<file path="src/rtl/common.sv">
// rtl/common.sv - shared framebuffer color index definitions
package common_pkg;
  localparam int COLOR_WIDTH = 4;

  localparam logic [COLOR_WIDTH-1:0] COLOR_BLACK = 4'd0;
  localparam logic [COLOR_WIDTH-1:0] COLOR_WHITE = 4'd1;
  localparam logic [COLOR_WIDTH-1:0] COLOR_RED   = 4'd2;
  localparam logic [COLOR_WIDTH-1:0] COLOR_GREEN = 4'd3;
  localparam logic [COLOR_WIDTH-1:0] COLOR_BLUE  = 4'd4;
endpackage

</file>
<file path="src/rtl/pixel_write_arbiter.sv">
// rtl/pixel_write_arbiter.sv - round-robin framebuffer write arbiter with bounded burst lock (optional PIXEL_COLOR_CHECK_EN)
module pixel_write_arbiter
  import common_pkg::*;
#(
  parameter int NUM_REQ   = 2,
  parameter int X_WIDTH   = 10,
  parameter int Y_WIDTH   = 9,
  parameter int MAX_BURST = 16,
  localparam int SRC_W    = (NUM_REQ > 1) ? $clog2(NUM_REQ) : 1
) (
  input  logic                           clk,
  input  logic                           reset_n,
  input  logic [NUM_REQ-1:0]             req_valid,
  input  logic [NUM_REQ-1:0]             req_lock,
  input  logic [NUM_REQ*X_WIDTH-1:0]     req_x,
  input  logic [NUM_REQ*Y_WIDTH-1:0]     req_y,
  input  logic [NUM_REQ*COLOR_WIDTH-1:0] req_color,
  output logic [NUM_REQ-1:0]             req_ready,
  output logic                           fb_valid,
  input  logic                           fb_ready,
  output logic [X_WIDTH-1:0]             fb_x,
  output logic [Y_WIDTH-1:0]             fb_y,
  output logic [COLOR_WIDTH-1:0]         fb_color,
  output logic [SRC_W-1:0]               fb_src,
  output logic                           color_err
);

  logic [SRC_W-1:0]       ptr;
  logic [SRC_W-1:0]       owner;
  logic [SRC_W-1:0]       gidx;
  logic [SRC_W-1:0]       cand;
  logic [SRC_W-1:0]       ptr_next;
  logic                   locked;
  logic                   lock_hold;
  logic                   found;
  logic                   accept;
  logic                   transfer;
  logic [7:0]             burst_cnt;
  logic [8:0]             burst_next;
  logic [X_WIDTH-1:0]     sel_x;
  logic [Y_WIDTH-1:0]     sel_y;
  logic [COLOR_WIDTH-1:0] sel_color;
  logic [COLOR_WIDTH-1:0] wr_color;

  // The output stage can take a new write when empty or draining this cycle.
  assign accept    = !fb_valid || fb_ready;
  // A lock only holds while its owner keeps asking; otherwise the scan takes over at once.
  assign lock_hold = locked && req_valid[owner];
  assign transfer  = found && accept;
  assign ptr_next  = SRC_W'((int'(gidx) + 1) % NUM_REQ);
  // A fresh lock run always counts from zero, even if another owner's run just ended.
  assign burst_next = (lock_hold ? {1'b0, burst_cnt} : 9'd0) + 9'd1;

  // Pick the winner: locked owner first, else first valid requester from the pointer upward.
  always_comb begin
    found = 1'b0;
    gidx  = '0;
    cand  = '0;
    if (lock_hold) begin
      found = 1'b1;
      gidx  = owner;
    end else begin
      for (int k = 0; k < NUM_REQ; k++) begin
        cand = SRC_W'((int'(ptr) + k) % NUM_REQ);
        if (!found && req_valid[cand]) begin
          found = 1'b1;
          gidx  = cand;
        end
      end
    end
  end

  // Route the winner's payload and raise its ready when the output stage can accept.
  always_comb begin
    sel_x     = '0;
    sel_y     = '0;
    sel_color = '0;
    req_ready = '0;
    for (int i = 0; i < NUM_REQ; i++) begin
      if (gidx == SRC_W'(i)) begin
        sel_x        = req_x[i*X_WIDTH +: X_WIDTH];
        sel_y        = req_y[i*Y_WIDTH +: Y_WIDTH];
        sel_color    = req_color[i*COLOR_WIDTH +: COLOR_WIDTH];
        req_ready[i] = transfer;
      end
    end
  end

`ifdef PIXEL_COLOR_CHECK_EN
  logic color_bad;

  assign color_bad = !(sel_color inside {COLOR_BLACK, COLOR_WHITE, COLOR_RED, COLOR_GREEN, COLOR_BLUE});
  assign wr_color  = color_bad ? COLOR_BLACK : sel_color;

  // Sticky flag rises together with fb_valid for the offending write.
  always_ff @(posedge clk or negedge reset_n) begin
    if (!reset_n) begin
      color_err <= 1'b0;
    end else if (transfer && color_bad) begin
      color_err <= 1'b1;
    end
  end
`else
  assign wr_color  = sel_color;
  assign color_err = 1'b0;
`endif

  // Rotation pointer and burst lock bookkeeping.
  always_ff @(posedge clk or negedge reset_n) begin
    if (!reset_n) begin
      ptr       <= '0;
      owner     <= '0;
      locked    <= 1'b0;
      burst_cnt <= '0;
    end else if (transfer) begin
      if (req_lock[gidx] && (burst_next < 9'(MAX_BURST))) begin
        locked    <= 1'b1;
        owner     <= gidx;
        burst_cnt <= burst_next[7:0];
      end else begin
        locked    <= 1'b0;
        burst_cnt <= '0;
        ptr       <= ptr_next;
      end
    end else if (locked && !lock_hold) begin
      locked    <= 1'b0;
      burst_cnt <= '0;
    end
  end

  // Single registered write stage toward the framebuffer; holds while stalled.
  always_ff @(posedge clk or negedge reset_n) begin
    if (!reset_n) begin
      fb_valid <= 1'b0;
      fb_x     <= '0;
      fb_y     <= '0;
      fb_color <= '0;
      fb_src   <= '0;
    end else if (accept) begin
      fb_valid <= transfer;
      if (transfer) begin
        fb_x     <= sel_x;
        fb_y     <= sel_y;
        fb_color <= wr_color;
        fb_src   <= gidx;
      end
    end
  end

endmodule

</file>
<file path="config.mk">
export PLATFORM = sky130hd
export DESIGN_NAME = pixel_write_arbiter
export DESIGN_NICKNAME = d
export VERILOG_FILES = /design/src/rtl/common.sv /design/src/rtl/pixel_write_arbiter.sv
export SDC_FILE = /design/constraint.sdc
export NUM_CORES = 1
export LEC_CHECK = 0
export CAP_MARGIN = 20
export CORE_MARGIN = 2
export CORE_UTILIZATION = 41
export DETAILED_ROUTE_END_ITERATION = 7
export PLACE_DENSITY = 0.79
export SLEW_MARGIN = 30
export SYNTH_ARGS = -nofsm -noshare
export SYNTH_HDL_FRONTEND = slang
export SYNTH_SLANG_ARGS = --single-unit
</file>
<file path="constraint.sdc">
create_clock -name clk -period 3.1 [get_ports clk]
set_clock_uncertainty 0.2 [all_clocks]
set_input_delay 0.465 -clock clk [delete_from_list [all_inputs] [get_ports clk]]
set_output_delay 0.465 -clock clk [all_outputs]
set_load 0.005 [all_outputs]
</file>
==> impl_metrics.tcl <==
set metrics [dict create \
    status "completed" \
    placeableCoreArea_um2 4086 \
    synth_enable_flop_cells 0 \
    maxSlewViolCount 0 \
    clock-root-buffer "clkbuf_8" \
    worst_setup_path_start_kind "input port" \
    die_area_um2 4886 \
    slew_headroom 0.4723 \
    cp_max_fo 6 \
    crit_type "in -> out" \
    p_total_mw 1.479 \
    synth_area_leaders "dfrtp_1 (51%), mux2i_1 (15%), o21ai_0 (6.5%), nand2_1 (5.9%), and2_1 (3.2%)" \
    ctsResizeCount 0 \
    grt_pass1_wl_um 7010 \
    holdBufCountCts 0 \
    worstSkewPairLatency_ns 0.28 \
    regToRegSetupSlack_ns 0.57 \
    synth_ff_type "dfrtp_1" \
    fin_setup_tns_ns 0 \
    placementRows 23 \
    antenna_found_initial 0 \
    rsz0062_at_grt "no" \
    power_frac_seq 0.406 \
    irDropWorstVdd_uv 280.2 \
    cts_tree "built" \
    drtIter0Drc 61 \
    die-height_um 69.90 \
    syn_to_final_growth_pct 54.04 \
    timing.final.crit_share 0.8795 \
    grt_max_degree 52 \
    antenna_left 0 \
    drc 0 \
    syn_area_um2 1780 \
    synth_top_area_share 0.5060 \
    cts.clk_slew.worst_paths_ns 0.07 \
    p_per_area_nw_per_um2 539.1 \
    period_needed_ns 2.726 \
    io_buffers 79 \
    p_switching_mw 0.4097 \
    fmax_ghz 0.3668 \
    grt_usage 0.1789 \
    via_per_inst 5.003 \
    start_util 0.4357 \
    cts_setup_buffers 0 \
    diodes 0 \
    htree_levels 2 \
    vias 1516 \
    postLayoutCellArea_um2 2743 \
    synth_area_leader_cell "dfrtp_1" \
    post-synth-top-count-cell "dfrtp_1" \
    routed_wl_um 3975 \
    io_pins 81 \
    p_int_mw 1.069 \
    yosysUniqueCellTypes 38 \
    yosysWarnings 0 \
    swShare 0.2771 \
    setup_viol 0 \
    dpl-instance-area_um2 2631 \
    wl_per_cell_um 13.12 \
    clkPwrFrac 0.275 \
    yosysSeqAreaShare 0.5060 \
    async_reset_ff_frac 1.000 \
    numCtsBuffers 5 \
    drive_gt1_frac 0.09486 \
    cp.required_ns 2.43 \
    cts_sinks 36 \
    firstDrtPassIters 6 \
    dp_hpwl_um 2954 \
    worstPathArrival_ns 2.06 \
    finalHoldViolations 0 \
    place.gp.congestion 0.8944 \
    worst_pin_slew_ns 0.7916 \
    die_w_um 69.90 \
    synth_common_cells "dfrtp_1 (36), nand2_1 (28), mux2i_1 (26), o21ai_0 (23), and2_1 (9)" \
    gr-total-overflow 0 \
    clock_path_buffers 2 \
    p_leak_nw 1.202 \
    syn_avg_cell_area_um2 10.47 \
    syn_nets 224 \
    cp-end-kind "output port" \
    drv_cap 0 \
    fin_nets 306 \
    hold_path.class "in -> async" \
    syn_inst 170 \
    combPwrFrac 0.319 \
    ys_seq_elements 36 \
    grt_pass1_vias 1541 \
]
==> cells in the final DEF (no fill, tap or decap), types with 2 or more instances in the layout <==
master / instances
clkdlybuf4s50_1: 78
a21oi_1: 2
nand2b_1: 2
mux2i_1: 26
and2_1: 9
o21ai_0: 23
inv_1: 2
nor2_1: 4
o21ai_1: 3
nor2b_1: 2
nand2_1: 28
clkbuf_8: 5
dfrtp_1: 36
buf_4: 5
nand3_1: 2
==> power groups by stage <==
stage               clock network, mW  registers (mW)  logic [mW]
floorplan                           0           0.608       0.226
global placement                    0           0.608       0.474
detailed placement                  0           0.609       0.479
CTS                             0.415           0.602       0.481
global route                    0.436           0.613       0.519
finish                          0.406           0.601       0.472
==> worst paths after layout <==
kind,from,to,cells after the start
max in group asynchronous,reset_n,fb_color[1]$_DFFE_PN0P_,1
worst min register to register,fb_color[1]$_DFFE_PN0P_,fb_color[1]$_DFFE_PN0P_,2
worst max-delay path,req_valid[0],req_ready[1],5
worst min-delay path,reset_n,fb_valid$_DFFE_PN0N_,1
worst max register to register,owner$_DFFE_PN0P_,owner$_DFFE_PN0P_,9
min in group clk,fb_color[1]$_DFFE_PN0P_,fb_color[1]$_DFFE_PN0P_,2
==> flip-flops by register name (all words and copies together), names as in the netlist <==
name / cells
fb_valid: 1
fb_x: 10
fb_color: 4
locked: 1
owner: 1
ptr: 1
fb_y: 9
burst_cnt: 8
fb_src: 1
==> logic make-up after synthesis <==
family,count (synthesis),synth area share
AOI/OAI and AO/OA,43,0.1483
and+or+nand+nor,51,0.1455
adders and majority gates,1,0.007026
muxes,27,0.1546
DFF,36,0.5060
other,1,0.002106
buffers and inverters,11,0.03654
==> layout make-up <==
type / instances / area (µm²)
fillers: 331 / 1344
clock buffers: 5 / 68.82
clock inverters: 3 / 42.54
multi-input cells: 123 / 837.1
flip-flops and latches: 36 / 900.9
inverters: 2 / 7.507
repair buffers: 84 / 823.3
well taps: 50 / 62.56
==> critical path, stage by stage <==
cell	delay, ns
clkdlybuf4s50_1	0.48
buf_4	0.16
o21a_1	0.26
and2_1	0.19
clkdlybuf4s50_1	0.50
==> metal layers <==
layer,share of wire,wire (µm),track usage
met1,0.44,1730,0.2196
met2,0.46,1812,0.2815
met3,0.098,389,0.08081
met4,0.011,42,0.05769
met5,0,0,0
==> per-stage QoR <==
step / util / instances / worst slack (ns) / hold WS [ns]
2_1_floorplan: - / 170 / 0.7322 / -0.03059
3_3_place_gp: 0.6439 / 295 / 0.2169 / 0.2598
3_5_place_dp: 0.6439 / 295 / 0.1514 / 0.2691
4_1_cts: 0.6712 / 303 / 0.3561 / 0.08572
5_1_grt: 0.6712 / 303 / 0.2428 / 0.1214
6_report: 0.6712 / 303 / 0.3736 / 0.05195
Note: power is estimated with default switching activity, not from simulation.
